File: config.mk
export PLATFORM = sky130hd
export DESIGN_NAME = approx_mul_pipe_flat
export DESIGN_NICKNAME = d
export VERILOG_FILES = /design/src/rtl/approx_mul_if.sv /design/src/rtl/approx_mul_pipe.sv /design/src/flat_wrapper.sv
export SDC_FILE = /design/constraint.sdc
export NUM_CORES = 1
export LEC_CHECK = 0
export CORE_UTILIZATION = 30
export DETAILED_ROUTE_END_ITERATION = 12
export SYNTH_ARGS = -nofsm -noshare
export SYNTH_HDL_FRONTEND = slang
export SYNTH_SLANG_ARGS = --single-unit
export TNS_END_PERCENT = 30
File: constraint.sdc
create_clock -name clk -period 4 [get_ports clk]
set_input_delay 0.4 -clock clk [delete_from_list [all_inputs] [get_ports clk]]
set_output_delay 0.4 -clock clk [all_outputs]
set_load 0.01 [all_outputs]
File: src/rtl/approx_mul_if.sv
// Operand/product handshake bundle for approx_mul_pipe.
// master = operand producer + product consumer, slave = the multiplier pipeline.
`timescale 1ns/1ps
interface approx_mul_if #(
   parameter int WIDTH = 8,
   parameter int CNT_W = 16
);
   logic                 in_valid;
   logic                 in_ready;
   logic [WIDTH-1:0]     x;
   logic [WIDTH-1:0]     y;
   logic                 exact;
   logic                 out_valid;
   logic                 out_ready;
   logic [2*WIDTH-1:0]   p;
   logic                 p_exact_flag;
   logic [CNT_W-1:0]     txn_count;

   modport master (
      output in_valid, x, y, exact, out_ready,
      input  in_ready, out_valid, p, p_exact_flag, txn_count
   );

   modport slave (
      input  in_valid, x, y, exact, out_ready,
      output in_ready, out_valid, p, p_exact_flag, txn_count
   );
endinterface

File: src/rtl/approx_mul_pipe.sv
// Pipelined unsigned WIDTH x WIDTH multiplier whose low product columns may
// OR-combine adjacent partial-product rows instead of adding them exactly.
`timescale 1ns/1ps
module approx_mul_pipe #(
   parameter int WIDTH       = 8,
   parameter int APPROX_COLS = 4,
   parameter int CNT_W       = 16
) (
   input logic        clk,
   input logic        rst_n,
   approx_mul_if.slave bus
);
   localparam int PAIRS    = WIDTH / 2;
   localparam int LO_PAIRS = WIDTH / 4;
   localparam int RW       = WIDTH + 2;
   localparam int PW       = 2 * WIDTH;

   // Relative bit positions of pair k where both rows overlap and the absolute column is approximated.
   function automatic logic [RW-1:0] approx_mask(input int k);
      logic [RW-1:0] m;
      m = '0;
      for (int r = 1; r < WIDTH; r++) begin
         if ((2 * k + r) < APPROX_COLS) begin
            m[r] = 1'b1;
         end
      end
      return m;
   endfunction

   function automatic logic [RW-1:0] pair_sum(input logic [WIDTH-1:0] xv, input logic [1:0] yb,
                                              input logic approx, input logic [RW-1:0] m);
      logic [RW-1:0] a;
      logic [RW-1:0] b;
      logic [RW-1:0] mm;
      a  = {2'b00, xv & {WIDTH{yb[0]}}};
      b  = {1'b0, xv & {WIDTH{yb[1]}}, 1'b0};
      mm = approx ? m : {RW{1'b0}};
      return ((a & ~mm) + (b & ~mm)) + ((a | b) & mm);
   endfunction

   logic                adv_s;
   logic                in_xfer_s;
   logic                v0_r, v1_r, v2_r, out_valid_r;
   logic [WIDTH-1:0]    x_r, y_r;
   logic                exact0_r, exact1_r, exact2_r, flag_r;
   logic [RW-1:0]       rows_s [PAIRS];
   logic [RW-1:0]       row_r  [PAIRS];
   logic [PW-1:0]       lo_s, hi_s, sum_lo_r, sum_hi_r, p_r;
   logic [CNT_W-1:0]    cnt_r;

   assign adv_s     = !out_valid_r || bus.out_ready;
   assign in_xfer_s = bus.in_valid && adv_s;

   // Pair-row formation from the registered operands.
   always_comb begin
      for (int k = 0; k < PAIRS; k++) begin
         rows_s[k] = pair_sum(x_r, y_r[2*k +: 2], !exact0_r, approx_mask(k));
      end
   end

   // Split the weighted rows into a low-pair and a high-pair partial sum.
   always_comb begin
      lo_s = '0;
      hi_s = '0;
      for (int k = 0; k < PAIRS; k++) begin
         if (k < LO_PAIRS) begin
            lo_s = lo_s + (PW'(row_r[k]) << (2 * k));
         end else begin
            hi_s = hi_s + (PW'(row_r[k]) << (2 * k));
         end
      end
   end

   // Pipeline registers; everything holds while the output is stalled.
   always_ff @(posedge clk) begin
      if (!rst_n) begin
         v0_r        <= 1'b0;
         v1_r        <= 1'b0;
         v2_r        <= 1'b0;
         out_valid_r <= 1'b0;
         x_r         <= '0;
         y_r         <= '0;
         exact0_r    <= 1'b0;
         exact1_r    <= 1'b0;
         exact2_r    <= 1'b0;
         flag_r      <= 1'b0;
         for (int k = 0; k < PAIRS; k++) begin
            row_r[k] <= '0;
         end
         sum_lo_r    <= '0;
         sum_hi_r    <= '0;
         p_r         <= '0;
      end else if (adv_s) begin
         v0_r        <= bus.in_valid;
         v1_r        <= v0_r;
         v2_r        <= v1_r;
         out_valid_r <= v2_r;
         if (bus.in_valid) begin
            x_r      <= bus.x;
            y_r      <= bus.y;
            exact0_r <= bus.exact;
         end
         if (v0_r) begin
            for (int k = 0; k < PAIRS; k++) begin
               row_r[k] <= rows_s[k];
            end
            exact1_r <= exact0_r;
         end
         if (v1_r) begin
            sum_lo_r <= lo_s;
            sum_hi_r <= hi_s;
            exact2_r <= exact1_r;
         end
         // p keeps its last product across bubbles.
         if (v2_r) begin
            p_r    <= sum_lo_r + sum_hi_r;
            flag_r <= exact2_r;
         end
      end
   end

   // Saturating count of accepted transactions.
   always_ff @(posedge clk) begin
      if (!rst_n) begin
         cnt_r <= '0;
      end else if (in_xfer_s && (cnt_r != {CNT_W{1'b1}})) begin
         cnt_r <= cnt_r + {{(CNT_W-1){1'b0}}, 1'b1};
      end
   end

   assign bus.in_ready     = adv_s;
   assign bus.out_valid    = out_valid_r;
   assign bus.p            = p_r;
   assign bus.p_exact_flag = flag_r;
   assign bus.txn_count    = cnt_r;
endmodule
File: src/flat_wrapper.sv
// flat-port wrapper written by rule: the top's interface ports become plain ports
module approx_mul_pipe_flat 
#(
   parameter int WIDTH       = 8,
   parameter int APPROX_COLS = 4,
   parameter int CNT_W       = 16
)
  (clk, rst_n, bus_in_valid, bus_x, bus_y, bus_exact, bus_out_ready, bus_in_ready, bus_out_valid, bus_p, bus_p_exact_flag, bus_txn_count);
  approx_mul_if #(.WIDTH(WIDTH), .CNT_W(CNT_W)) bus_i ();
  input logic clk;
  input logic rst_n;
  input wire logic [$bits(bus_i.in_valid)-1:0] bus_in_valid;
  input wire logic [$bits(bus_i.x)-1:0] bus_x;
  input wire logic [$bits(bus_i.y)-1:0] bus_y;
  input wire logic [$bits(bus_i.exact)-1:0] bus_exact;
  input wire logic [$bits(bus_i.out_ready)-1:0] bus_out_ready;
  output wire logic [$bits(bus_i.in_ready)-1:0] bus_in_ready;
  output wire logic [$bits(bus_i.out_valid)-1:0] bus_out_valid;
  output wire logic [$bits(bus_i.p)-1:0] bus_p;
  output wire logic [$bits(bus_i.p_exact_flag)-1:0] bus_p_exact_flag;
  output wire logic [$bits(bus_i.txn_count)-1:0] bus_txn_count;
  assign bus_i.in_valid = bus_in_valid;
  assign bus_i.x = bus_x;
  assign bus_i.y = bus_y;
  assign bus_i.exact = bus_exact;
  assign bus_i.out_ready = bus_out_ready;
  assign bus_in_ready = bus_i.in_ready;
  assign bus_out_valid = bus_i.out_valid;
  assign bus_p = bus_i.p;
  assign bus_p_exact_flag = bus_i.p_exact_flag;
  assign bus_txn_count = bus_i.txn_count;
  approx_mul_pipe #(.WIDTH(WIDTH), .APPROX_COLS(APPROX_COLS), .CNT_W(CNT_W)) u_core (.clk(clk), .rst_n(rst_n), .bus(bus_i));
endmodule
==> metrics.md, run 1 <==
| Metric | Value |
|---|---|
| Run status | complete, no violations |
| Clock tree from TritonCTS | done |
| Number of DRC markers in iteration 0 | 418 |
| CTS H-tree lvls | 4 |
| Fraction of the mapped netlist area in adder cells | 0.135 |
| Cell area after layout | 8960 µm² |
| Cell depth of the worst min-delay path | 2 |
| ANT cells | 0 |
| Number of distinct library cells after synthesis | 63 |
| Yosys warnings | 0 |
| Final #Nets | 991 |
| Type of element launching the critical path | flop |
| Number of gates resized after cts | 0 |
| Complex-gate fraction of the synthesized area | 0.158 |
| Count of state elements after synthesis | 121 |
| Share of async-settable or async-resettable flops after synthesis | 0 |
| Number of buffers on the longest clock path | 2 |
| Area fraction in and, or, nand and nor cells after synthesis | 0.255 |
| Vertical extent of the die | 161 µm |
| Top FF cell, synth | dfxtp_1 |
| I/O pin count | 56 |
| Fraction of layout cells with a size suffix above 1 | 0.0562 |
| Mux cell area share after synthesis | 0.0119 |
| Stages on the worst setup path | 11 |
| Total Neg Setup Slack | 0 ns |
| Total clock sinks | 121 |
| Number of buffers added by the clock tree synthesis step | 17 |
| XOR/XNOR share of the synthesized area | 0.0312 |
| Unrepaired setup endpoints after global routing | false |
| Clk Latency, worst-skew pair | 0.43 ns |
| Starting Density | 0.309 |
| Final wirelength | 16,900 µm |
| Number of max-cap violations | 0 |
| DR DRC count | 0 |
| Chip width | 161 µm |
| Reg2reg setup slack | 0.92 ns |
| Pin slew with the least headroom to its limit | 0.972 ns |
| Root Buffer Master | clkbuf_16 |
| Worst supply voltage drop on vdd | 0.000276 V |
| Total count of max-transition violations in the final report | 0 |
| Std-Cell Core Area | 24,500 µm² |
| Drt wl/cell | 13.7 µm |
| Cell chain of the critical path | a22oi_1 -> or2_2 -> fa_1 -> inv_1 -> ha_1 -> fa_1 -> a21o_1 -> a21oi_1 -> o21bai_1 -> mux2i_1 -> nand2_1 |
| Worst-path maximum fanout | 12 |
| Number of buffers inserted to repair setup after CTS | 0 |
| Crit path buffers/inverters | 1 |
| Largest incremental delay on the critical path | 0.51 ns |
| Path category of the worst min-delay check | flop to flop |
| Maximum number of pins on one net before global-route repair | 37 |
| FMAX | 325 MHz |
| End-of-flow core utilization | 0.365 |
| Number of synthesized flops with an enable pin | 40 |
| Maximum clock skew at final layout | 0.0107 ns |
| Combined flip-flop and latch cell area | 2820 µm² |
| Number of antenna violations at the first check in global routing | 0 |
| Total number of vias | 6,094 |
| Synthesized cell area | 7570 µm² |
| Synth Instances | 856 |
| Number of hold buffers added after cts | 0 |
| Net Count, Synth | 952 |
| Total die area | 25,900 µm² |
| Setup Crit Path Kind | flop to flop |
| Final number of hold-violating endpoints | 0 |
| Slowest stage cell, crit path | dfxtp_1 |
| Crit share post-route | 0.769 |
| Post-synthesis to final-layout area growth | 18.3% |
| Static leakage | 3.63 nW |
| Most frequent cell on the critical path | fa_1 |
| Power density of the placed cells | 344 nW/µm² |
| Number of filler instances in the final layout | 2,488 |
| Critical Path AT | 3.25 ns |
| Setup-failing EPs final | 0 |
| GRT overflow | 0 |
| Sequential element share of the synthesized area | 0.373 |
| Post-Synthesis Mean Instance Area | 8.84 µm² |
| Remaining max-slew budget at the tightest pin | 0.350 |
| Type of destination of the critical path | flop |
| Std-Cell Rows | 57 |
| Global placer's final weighted congestion | 0.801 |
| Kind of cell with the highest combined delay on the critical path | adder cells |
| DPL Wire Length | 12,400 µm |
| First-pass iteration count of the detailed router | 5 |
| PortBufs | 55 |
| Worst hold margin | 0.451 ns |
| Required time of the critical path | 4.17 ns |
| Combinational family with the most area after synthesis | simple AND/OR/NAND/NOR gates |
| Number of nets with antenna violations after detailed routing | 0 |
| Post-layout min period | 3.08 ns |
| Via count of the first global-routing pass | 5,821 |
| Worst Reg-to-Reg Cells | 11 |
| Wire length of the first global-routing pass | 28,900 µm |
| Post-detailed-route via-to-cell ratio | 4.95 |
| Tot GR Track Use | 0.138 |
| Total area of multi-input combinational cells | 4470 µm² |
| CTS clk-pin slew, worst paths | 0.06 ns |
| Post-placement cell area | 8400 µm² |
[where the power goes]
group	total, mW	internal, mW	switching (mW)
clock	1.47	0.902	0.564
combinational	0.255	0.104	0.151
sequential	1.36	1.32	0.0480
total	3.09	2.32	0.764
[path summary, 6_finish.rpt]
path,start,end
min,u_core.bus.p_exact_flag,u_core.bus.p_exact_flag
min reg2reg,u_core.bus.p_exact_flag,u_core.bus.p_exact_flag
max reg2reg,u_core.x_r[1],u_core.row_r[0][8]
max,u_core.x_r[1],u_core.row_r[0][8]
[synth_stat cells, types with 12 or more instances]
cell type / instances / area [µm²]
and3_1: 16 / 100
buf_2: 12 / 60.1
o21ai_0: 26 / 130
edfxtp_1: 40 / 1200
nand4_1: 15 / 93.8
nand3_1: 38 / 190
nor2_1: 65 / 244
clkbuf_1: 23 / 86.3
nand2_1: 107 / 402
a21oi_1: 69 / 345
inv_1: 20 / 75.1
and2_1: 66 / 413
xnor2_1: 25 / 219
a211oi_1: 16 / 120
dfxtp_1: 81 / 1620
ha_1: 64 / 801
a21o_1: 18 / 135
[per-layer routing]
| layer | track usage | up-vias | part of all wire |
|---|---|---|---|
| met3 | 0.0289 | 15 | 0.035 |
| li1 | - | 3156 | - |
| met1 | 0.198 | 2812 | 0.53 |
| met2 | 0.208 | 111 | 0.42 |
| met4 | 0.0412 | 0 | 0.012 |
| met5 | 0 | - | 0 |
[sequential cells by signal (all words and copies together) (netlist names)]
register,flops
u_core.bus.out_valid,1
u_core.bus.p,16
u_core.bus.p_exact_flag,1
u_core.bus.txn_count,16
u_core.exact0_r,1
u_core.exact1_r,1
u_core.exact2_r,1
u_core.row_r,40
u_core.sum_hi_r,12
u_core.sum_lo_r,13
u_core.v0_r,1
u_core.v1_r,1
u_core.v2_r,1
u_core.x_r,8
u_core.y_r,8
[worst register-to-register path, stage by stage, from the launching register on]
cell and delay, ns:
dfxtp_1 0.51, a22oi_1 0.14, or2_2 0.30, fa_1 0.48, inv_1 0.04, ha_1 0.21, fa_1 0.40, a21o_1 0.19
a21oi_1 0.21, o21bai_1 0.11, mux2i_1 0.16, nand2_1 0.07
[cell usage in the layout (no fill, tap or decap), types with 4 or more instances in the layout]
cell type,n
nand2_1,107
dfxtp_1,81
a21oi_1,69
and2_1,66
nor2_1,65
ha_1,64
clkdlybuf4s50_1,55
edfxtp_1,40
nand3_1,38
o21ai_0,26
xnor2_1,25
inv_1,20
a21o_1,18
clkbuf_16,18
and3_1,16
a211oi_1,16
nand4_1,15
fa_1,11
nor3_1,10
or3_1,10
mux2i_1,9
o211ai_1,9
nor2b_1,9
o21bai_1,8
nor3b_1,8
buf_4,8
a22oi_1,6
nor4_1,5
a31oi_1,4
a211o_1,4
nand2b_1,4
[metrics by stage]
| step | total power [mW] | cells | worst slack (ns) |
|---|---|---|---|
| floorplan | 1.55 | 856 | 1.09 |
| global placement | 1.64 | 1200 | 1.02 |
| detailed placement | 1.64 | 1200 | 0.968 |
| CTS | 3.11 | 1232 | 0.955 |
| global route | 3.21 | 1232 | 0.771 |
| finish | 3.09 | 1232 | 0.925 |
[cells by family after synthesis]
| logic type | count (synthesis) |
|---|---|
| simple gates | 374 |
| compound gates | 185 |
| flops | 121 |
| fa+ha+maj | 75 |
| buf+inv | 65 |
| xor+xnor | 27 |
| mux | 9 |
[cell type report]
type,count,share of cell area
sequential,121,0.315
tap,324,0.0452
inverter,22,0.00922
multi-input combinational,670,0.499
clock buffer,21,0.0526
clock inverter,11,0.0103
timing repair buffer,63,0.0681
Note: power is estimated with default switching activity, not from simulation.
==> inputs of run 2 (changes only) <==
==> constraint.sdc (replaced) <==
create_clock -name clk -period 3 [get_ports clk]
set_input_delay 0.3 -clock clk [delete_from_list [all_inputs] [get_ports clk]]
set_output_delay 0.3 -clock clk [all_outputs]
set_load 0.01 [all_outputs]
==> metrics.md, run 2 (synthesis results as in run 1) <==
| Metric | Value |
|---|---|
| Fraction of layout cells with a size suffix above 1 | 0.0760 (+0.0198) |
| Number of DRC markers in iteration 0 | 369 (-12%) |
| DR DRC count | 0 (unchanged) |
| Wire length of the first global-routing pass | 29,300 µm (+1.3%) |
| CTS H-tree lvls | 4 (unchanged) |
| Chip width | 161 µm (unchanged) |
| Total die area | 25,900 µm² (unchanged) |
| Number of buffers added by the clock tree synthesis step | 17 (unchanged) |
| Maximum clock skew at final layout | 0.0193 ns (+0.00865 ns) |
| I/O pin count | 56 (unchanged) |
| Register name with the most flops | u_core.row_r |
| Via count of the first global-routing pass | 5,791 (-0.52%) |
| Global placer's final weighted congestion | 0.768 (-4.0%) |
| Number of filler instances in the final layout | 2,510 (+0.88%) |
| Worst supply voltage drop on vdd | 0.000325 V (+17%) |
| Commonest non-fill, non-tap cell in the layout | nand2_1 |
| Number of max-cap violations | 0 (unchanged) |
| Reg2reg setup slack | 0.18 ns (-0.74 ns) |
| Switching power as a share of total power | 0.244 (-0.00355) |
| Post-synthesis to final-layout area growth | 20.8% |
| Commonest cells after routing, fill and taps aside | 107 x nand2_1, 79 x dfxtp_1, 68 x a21oi_1, 66 x and2_1, 65 x nor2_1 |
| Cell chain of the critical path | a22oi_1 -> or2_2 -> fa_1 -> inv_1 -> ha_1 -> a21o_1 -> a21oi_1 -> nor2_1 -> o31a_1 -> o31a_1 |
| Static leakage | 3.74 nW (+3.0%) |
| Path category of the worst min-delay check | primary input to flop |
| Critical Path AT | 2.98 ns (-0.27 ns) |
| Number of buffers on the longest clock path | 2 (unchanged) |
| Pin slew with the least headroom to its limit | 0.678 ns (-0.294 ns) |
| Clock tree from TritonCTS | done |
| Remaining max-slew budget at the tightest pin | 0.548 (+0.198) |
| Worst-path maximum fanout | 8 (-4) |
| Total net switching power | 1.04 mW (+36%) |
| Number of antenna violations at the first check in global routing | 0 (unchanged) |
| ANT cells | 0 (unchanged) |
| Number of hold buffers added after cts | 0 (unchanged) |
| Slowest stage cell, crit path | fa_1 |
| Starting Density | 0.309 (unchanged) |
| PortBufs | 55 (unchanged) |
| Combined flip-flop and latch cell area | 2830 µm² (+0.18%) |
| DPL Wire Length | 12,700 µm (+2.3%) |
| FMAX | 355 MHz (+9.2%) |
| Std-Cell Core Area | 24,500 µm² (unchanged) |
| Maximum number of pins on one net before global-route repair | 38 (+2.7%) |
| Vertical extent of the die | 161 µm (unchanged) |
| Number of nets with antenna violations after detailed routing | 0 (unchanged) |
| Most frequent cell on the critical path | o31a_1 |
| Setup-failing EPs final | 0 (unchanged) |
| Clk Latency, worst-skew pair | 0.43 ns (about the same) |
| Final wirelength | 17,500 µm (+3.5%) |
| First-pass iteration count of the detailed router | 5 (unchanged) |
| Drt wl/cell | 14.0 µm (+2.4%) |
| Unrepaired setup endpoints after global routing | false |
| Number of flip-flops under the largest register name | 40 (unchanged) |
| Part of the power in combinational logic | 0.086 (+0.003) |
| Type of destination of the critical path | flop |
| End-of-flow core utilization | 0.373 (+0.00760) |
| Number of buffers inserted to repair setup after CTS | 0 (unchanged) |
| Tot GR Track Use | 0.141 (+0.00274) |
| Final number of hold-violating endpoints | 0 (unchanged) |
| Total number of vias | 6,109 (+0.25%) |
| Type of element launching the critical path | flop |
| Post-detailed-route via-to-cell ratio | 4.91 (-0.80%) |
| Required time of the critical path | 3.17 ns (-1.00 ns) |
| Largest incremental delay on the critical path | 0.48 ns (-0.03 ns) |
| Setup Crit Path Kind | flop to flop |
| Clock network fraction of total power | 0.490 (+0.015) |
| Run status | complete, no violations |
| Root Buffer Master | clkbuf_16 |
| Total Neg Setup Slack | 0 ns (unchanged) |
| Total count of max-transition violations in the final report | 0 (unchanged) |
| Std-Cell Rows | 57 (unchanged) |
| Crit share post-route | 0.939 (+0.170) |
| Power density of the placed cells | 467 nW/µm² (+36%) |
| Internal power | 3.23 mW (+39%) |
| Total area of multi-input combinational cells | 4480 µm² (about the same) |
| GRT overflow | 0 (unchanged) |
| Final #Nets | 1,004 (+1.3%) |
| Total clock sinks | 121 (unchanged) |
| CTS clk-pin slew, worst paths | 0.06 ns (about the same) |
| Part of the total power dissipated in sequential elements | 0.424 (-0.018) |
| Post-layout min period | 2.82 ns (-0.258 ns) |
| Kind of cell with the highest combined delay on the critical path | compound AO/OA/AOI/OAI gates |
| Crit path buffers/inverters | 1 (unchanged) |
## run 2: metrics by stage
stage,instances,power [mW],instance area [µm²],hold slack (ns),setup WS [ns]
floorplan,856,2.07,7570,0.432,0.0942
global placement,1213,2.20,8520,0.439,0.107
detailed placement,1213,2.21,8520,0.444,0.0702
CTS,1245,4.30,9140,0.414,0.0603
global route,1245,4.42,9150,0.429,0.0117
finish,1245,4.27,9150,0.421,0.183
## run 2: final cells by class
| type | count | area share |
|---|---|---|
| multi-input cells | 670 | 0.490 |
| clock inverters | 6 | 0.00506 |
| repair buffers | 76 | 0.0802 |
| flip-flops and latches | 121 | 0.309 |
| well taps | 324 | 0.0443 |
| clock buffers | 26 | 0.0627 |
| inverters | 22 | 0.00903 |
## run 2: worst paths after layout
check | start | endpoint | cells past startpoint
setup / recovery | u_core.y_r[0] | u_core.row_r[0][9] | 10
hold / removal | bus_x[6] | u_core.x_r[6] | 3
setup reg to reg | u_core.y_r[0] | u_core.row_r[0][9] | 10
hold reg to reg | u_core.bus.p[9] | u_core.bus.p[9] | 2
## run 2: tightest hold or removal path: cells and delay by family
family                 cells  cell delay, ns
buffers and inverters      1            0.40
AO/OA/AOI/OAI              1            0.05
AND/OR/NAND/NOR            1            0.06
## run 2: power by group through the flow
| stage | sequential (mW) | combinational [mW] | clock, mW |
|---|---|---|---|
| global placement | 1.84 | 0.363 | 0 |
| detailed placement | 1.84 | 0.364 | 0 |
| CTS | 1.81 | 0.368 | 2.12 |
| global route | 1.82 | 0.411 | 2.19 |
| floorplan | 1.82 | 0.246 | 0 |
| finish | 1.81 | 0.369 | 2.09 |
## run 2: repair_timing
action	CTS	global route
endpoints found under the hold margin	0	0
setup endpoints to repair	0	2
gates resized for setup	0	4
## run 2: per-layer routing
metal / vias up / GRT usage / part of all wire
met2: 120 / 0.204 / 0.43
met1: 2803 / 0.204 / 0.52
met4: 0 / 0.0472 / 0.012
li1: 3169 / - / -
met5: - / 0 / 0
met3: 17 / 0.0333 / 0.038
==> inputs of run 3 (changes only) <==
--- a/config.mk
+++ b/config.mk
@@ -5,8 +5,10 @@
 export SDC_FILE = /design/constraint.sdc
 export NUM_CORES = 1
 export LEC_CHECK = 0
+export CORE_ASPECT_RATIO = 0.9
 export CORE_UTILIZATION = 30
 export DETAILED_ROUTE_END_ITERATION = 12
+export HOLD_SLACK_MARGIN = 0.08
 export SYNTH_ARGS = -nofsm -noshare
 export SYNTH_HDL_FRONTEND = slang
 export SYNTH_SLANG_ARGS = --single-unit
==> metrics.md, run 3 (synthesis results as in run 1) <==
| Metric | Value |
|---|---|
| Final wirelength | 17,600 µm (+0.38%) |
| Crit path buffers/inverters | 1 (unchanged) |
| Starting Density | 0.309 (about the same) |
| CTS H-tree lvls | 4 (unchanged) |
| Total Neg Setup Slack | 0 ns (unchanged) |
| Number of filler instances in the final layout | 2,521 (+0.44%) |
| First-pass iteration count of the detailed router | 4 (-1) |
| Routed wl met2 | 7010 µm (-6.6%) |
| Chip width | 169 µm (+5.3%) |
| PnR worst setup slack | 0.147 ns (-0.0358 ns) |
| Number of buffers on the longest clock path | 2 (unchanged) |
| Type of destination of the critical path | flop |
| Number of buffers added by the clock tree synthesis step | 17 (unchanged) |
| Final number of hold-violating endpoints | 0 (unchanged) |
| Commonest cells after routing, fill and taps aside | 107 x nand2_1, 80 x dfxtp_1, 68 x a21oi_1, 66 x and2_1, 65 x nor2_1 |
| Type of element launching the critical path | flop |
| Post-layout min period | 2.85 ns (+0.0358 ns) |
| Worst Reg-to-Reg Cells | 11 (+1) |
| Most frequent cell on the critical path | fa_1 |
| Tot GR Track Use | 0.139 (-0.00245) |
| Worst-path maximum fanout | 7 (-1) |
| Commonest non-fill, non-tap cell in the layout | nand2_1 |
| FMAX | 351 MHz (-1.3%) |
| Register name with the most flops | u_core.row_r |
| Number of nets with antenna violations after detailed routing | 0 (unchanged) |
| Unrepaired setup endpoints after global routing | false |
| Kind of cell with the highest combined delay on the critical path | adder cells |
| DPL Wire Length | 12,900 µm (+1.3%) |
| Run status | complete, no violations |
| Root Buffer Master | clkbuf_16 |
| Global placer's final weighted congestion | 0.828 (+7.8%) |
| Remaining max-slew budget at the tightest pin | 0.350 (-0.198) |
| Post-detailed-route via-to-cell ratio | 4.89 (-0.42%) |
| Critical Path AT | 3.03 ns (+0.05 ns) |
| Clock tree from TritonCTS | done |
| Worst supply voltage drop on vdd | 0.000409 V (+26%) |
| Wire length of the first global-routing pass | 28,500 µm (-2.9%) |
| Largest incremental delay on the critical path | 0.48 ns (about the same) |
| Maximum number of pins on one net before global-route repair | 40 (+5.3%) |
| Stages on the worst setup path | 11 (+1) |
| Drt wl/cell | 14.0 µm (-0.65%) |
| Maximum clock skew at final layout | 0.00747 ns (-0.0119 ns) |
| Std-Cell Rows | 54 (-5.3%) |
| Static leakage | 3.70 nW (-1.2%) |
| Final #Nets | 1,005 (+0.10%) |
| CTS clk-pin slew, worst paths | 0.06 ns (about the same) |
| Path category of the worst min-delay check | primary input to flop |
| Number of antenna violations at the first check in global routing | 0 (unchanged) |
| Number of DRC markers in iteration 0 | 394 (+6.8%) |
| GRT overflow | 0 (unchanged) |
| Vertical extent of the die | 153 µm (-5.1%) |
| Required time of the critical path | 3.18 ns (about the same) |
| M1 WL | 9620 µm (+5.4%) |
| Via count of the first global-routing pass | 5,444 (-6.0%) |
| Clk Latency, worst-skew pair | 0.42 ns (about the same) |
| Total count of max-transition violations in the final report | 0 (unchanged) |
| Topmost layer with routed signal wires | met4 |
| PortBufs | 55 (unchanged) |
| Cell chain of the critical path | a22oi_1 -> or2_2 -> fa_1 -> inv_1 -> ha_1 -> fa_1 -> a21o_1 -> a21oi_2 -> o21bai_1 -> mux2i_1 -> nand2_1 |
| Cell count after placement | 1,226 (+1.1%) |
| DR DRC count | 0 (unchanged) |
| Count of placed standard cells in the final layout, fillers left out | 1,258 (+1.0%) |
| Number of flip-flops under the largest register name | 40 (unchanged) |
| Total die area | 25,900 µm² (about the same) |
| Met3 Routed Length | 715 µm (+8.0%) |
| Crit share post-route | 0.951 (+0.0119) |
| Setup-failing EPs final | 0 (unchanged) |
| Slowest stage cell, crit path | fa_1 |
| Pin slew with the least headroom to its limit | 0.974 ns (+0.296 ns) |
| Power density of the placed cells | 446 nW/µm² (-4.3%) |
| Cell depth of the worst min-delay path | 3 (unchanged) |
| Total number of vias | 6,147 (+0.62%) |
| Number of max-cap violations | 0 (unchanged) |
| Post-synthesis to final-layout area growth | 19.6% |
| Std-Cell Core Area | 24,500 µm² (about the same) |
| ANT cells | 0 (unchanged) |
| Fraction of layout cells with a size suffix above 1 | 0.0770 (+0.00100) |
| Setup Crit Path Kind | flop to flop |
| Pre-CTS setup slack | 0.0263 ns (-0.0439 ns) |
| I/O pin count | 56 (unchanged) |
| Total clock sinks | 121 (unchanged) |
[run 3: cell types whose count changed in the layout (fill, tap and decap cells not counted), sizes merged]
cell,change
inv,+3
clkbuf,-8
buf,+1
clkinvlp,+1
clkinv,+4
[run 3: power by group]
group	leakage, nW	internal, mW	total (mW)	switching (mW)
combinational	2.34	0.150	0.365	0.215
clock	0.271	1.08	1.87	0.792
sequential	1.09	1.75	1.81	0.0567
[run 3: worst paths after layout]
path                                      start            endpoint  slack, ns
worst min-delay path                   bus_x[5]       u_core.x_r[5]       0.42
worst max-delay path              u_core.y_r[1]  u_core.row_r[0][8]       0.15
worst max register to register    u_core.y_r[1]  u_core.row_r[0][8]       0.15
worst min register to register  u_core.bus.p[7]     u_core.bus.p[7]       0.45
[run 3: per-stage QoR]
stage | hold slack [ns] | utilization | instance area [µm²] | total power, mW
after floorplan | 0.432 | - | 7570 | 2.07
after global placement | 0.440 | 0.347 | 8520 | 2.20
after detailed placement | 0.445 | 0.347 | 8520 | 2.21
after CTS | 0.411 | 0.369 | 9050 | 4.08
after global routing | 0.410 | 0.369 | 9060 | 4.21
final | 0.421 | 0.369 | 9060 | 4.04
[run 3: worst register-to-register path, delay by kind of cell (launching register included)]
family,cells,cell delay (ns)
compound gates,4,0.56
simple gates,2,0.36
flops,1,0.38
buf+inv,1,0.05
mux,1,0.16
fa+ha+maj,3,1.10
[run 3: per-layer routing]
metal | vias to the layer above | global-route usage
met5 | - | 0
met4 | 0 | 0.0382
met3 | 15 | 0.0343
met2 | 115 | 0.186
met1 | 2840 | 0.214
li1 | 3177 | -
[run 3: what timing repair did]
action,in CTS,in global routing
hold buffers,0,0
gates resized for setup,0,2
setup endpoints to repair,0,2
buffers inserted,0,0
[run 3: area by class of cell]
class	count	area [µm²]	share of cell area
sequential	121	2820	0.312
clock buffer	18	439	0.0485
clock inverter	14	98.8	0.0109
multi-input combinational	670	4480	0.494
inverter	22	82.6	0.00912
tap	336	420	0.0464
timing repair buffer	77	716	0.0790
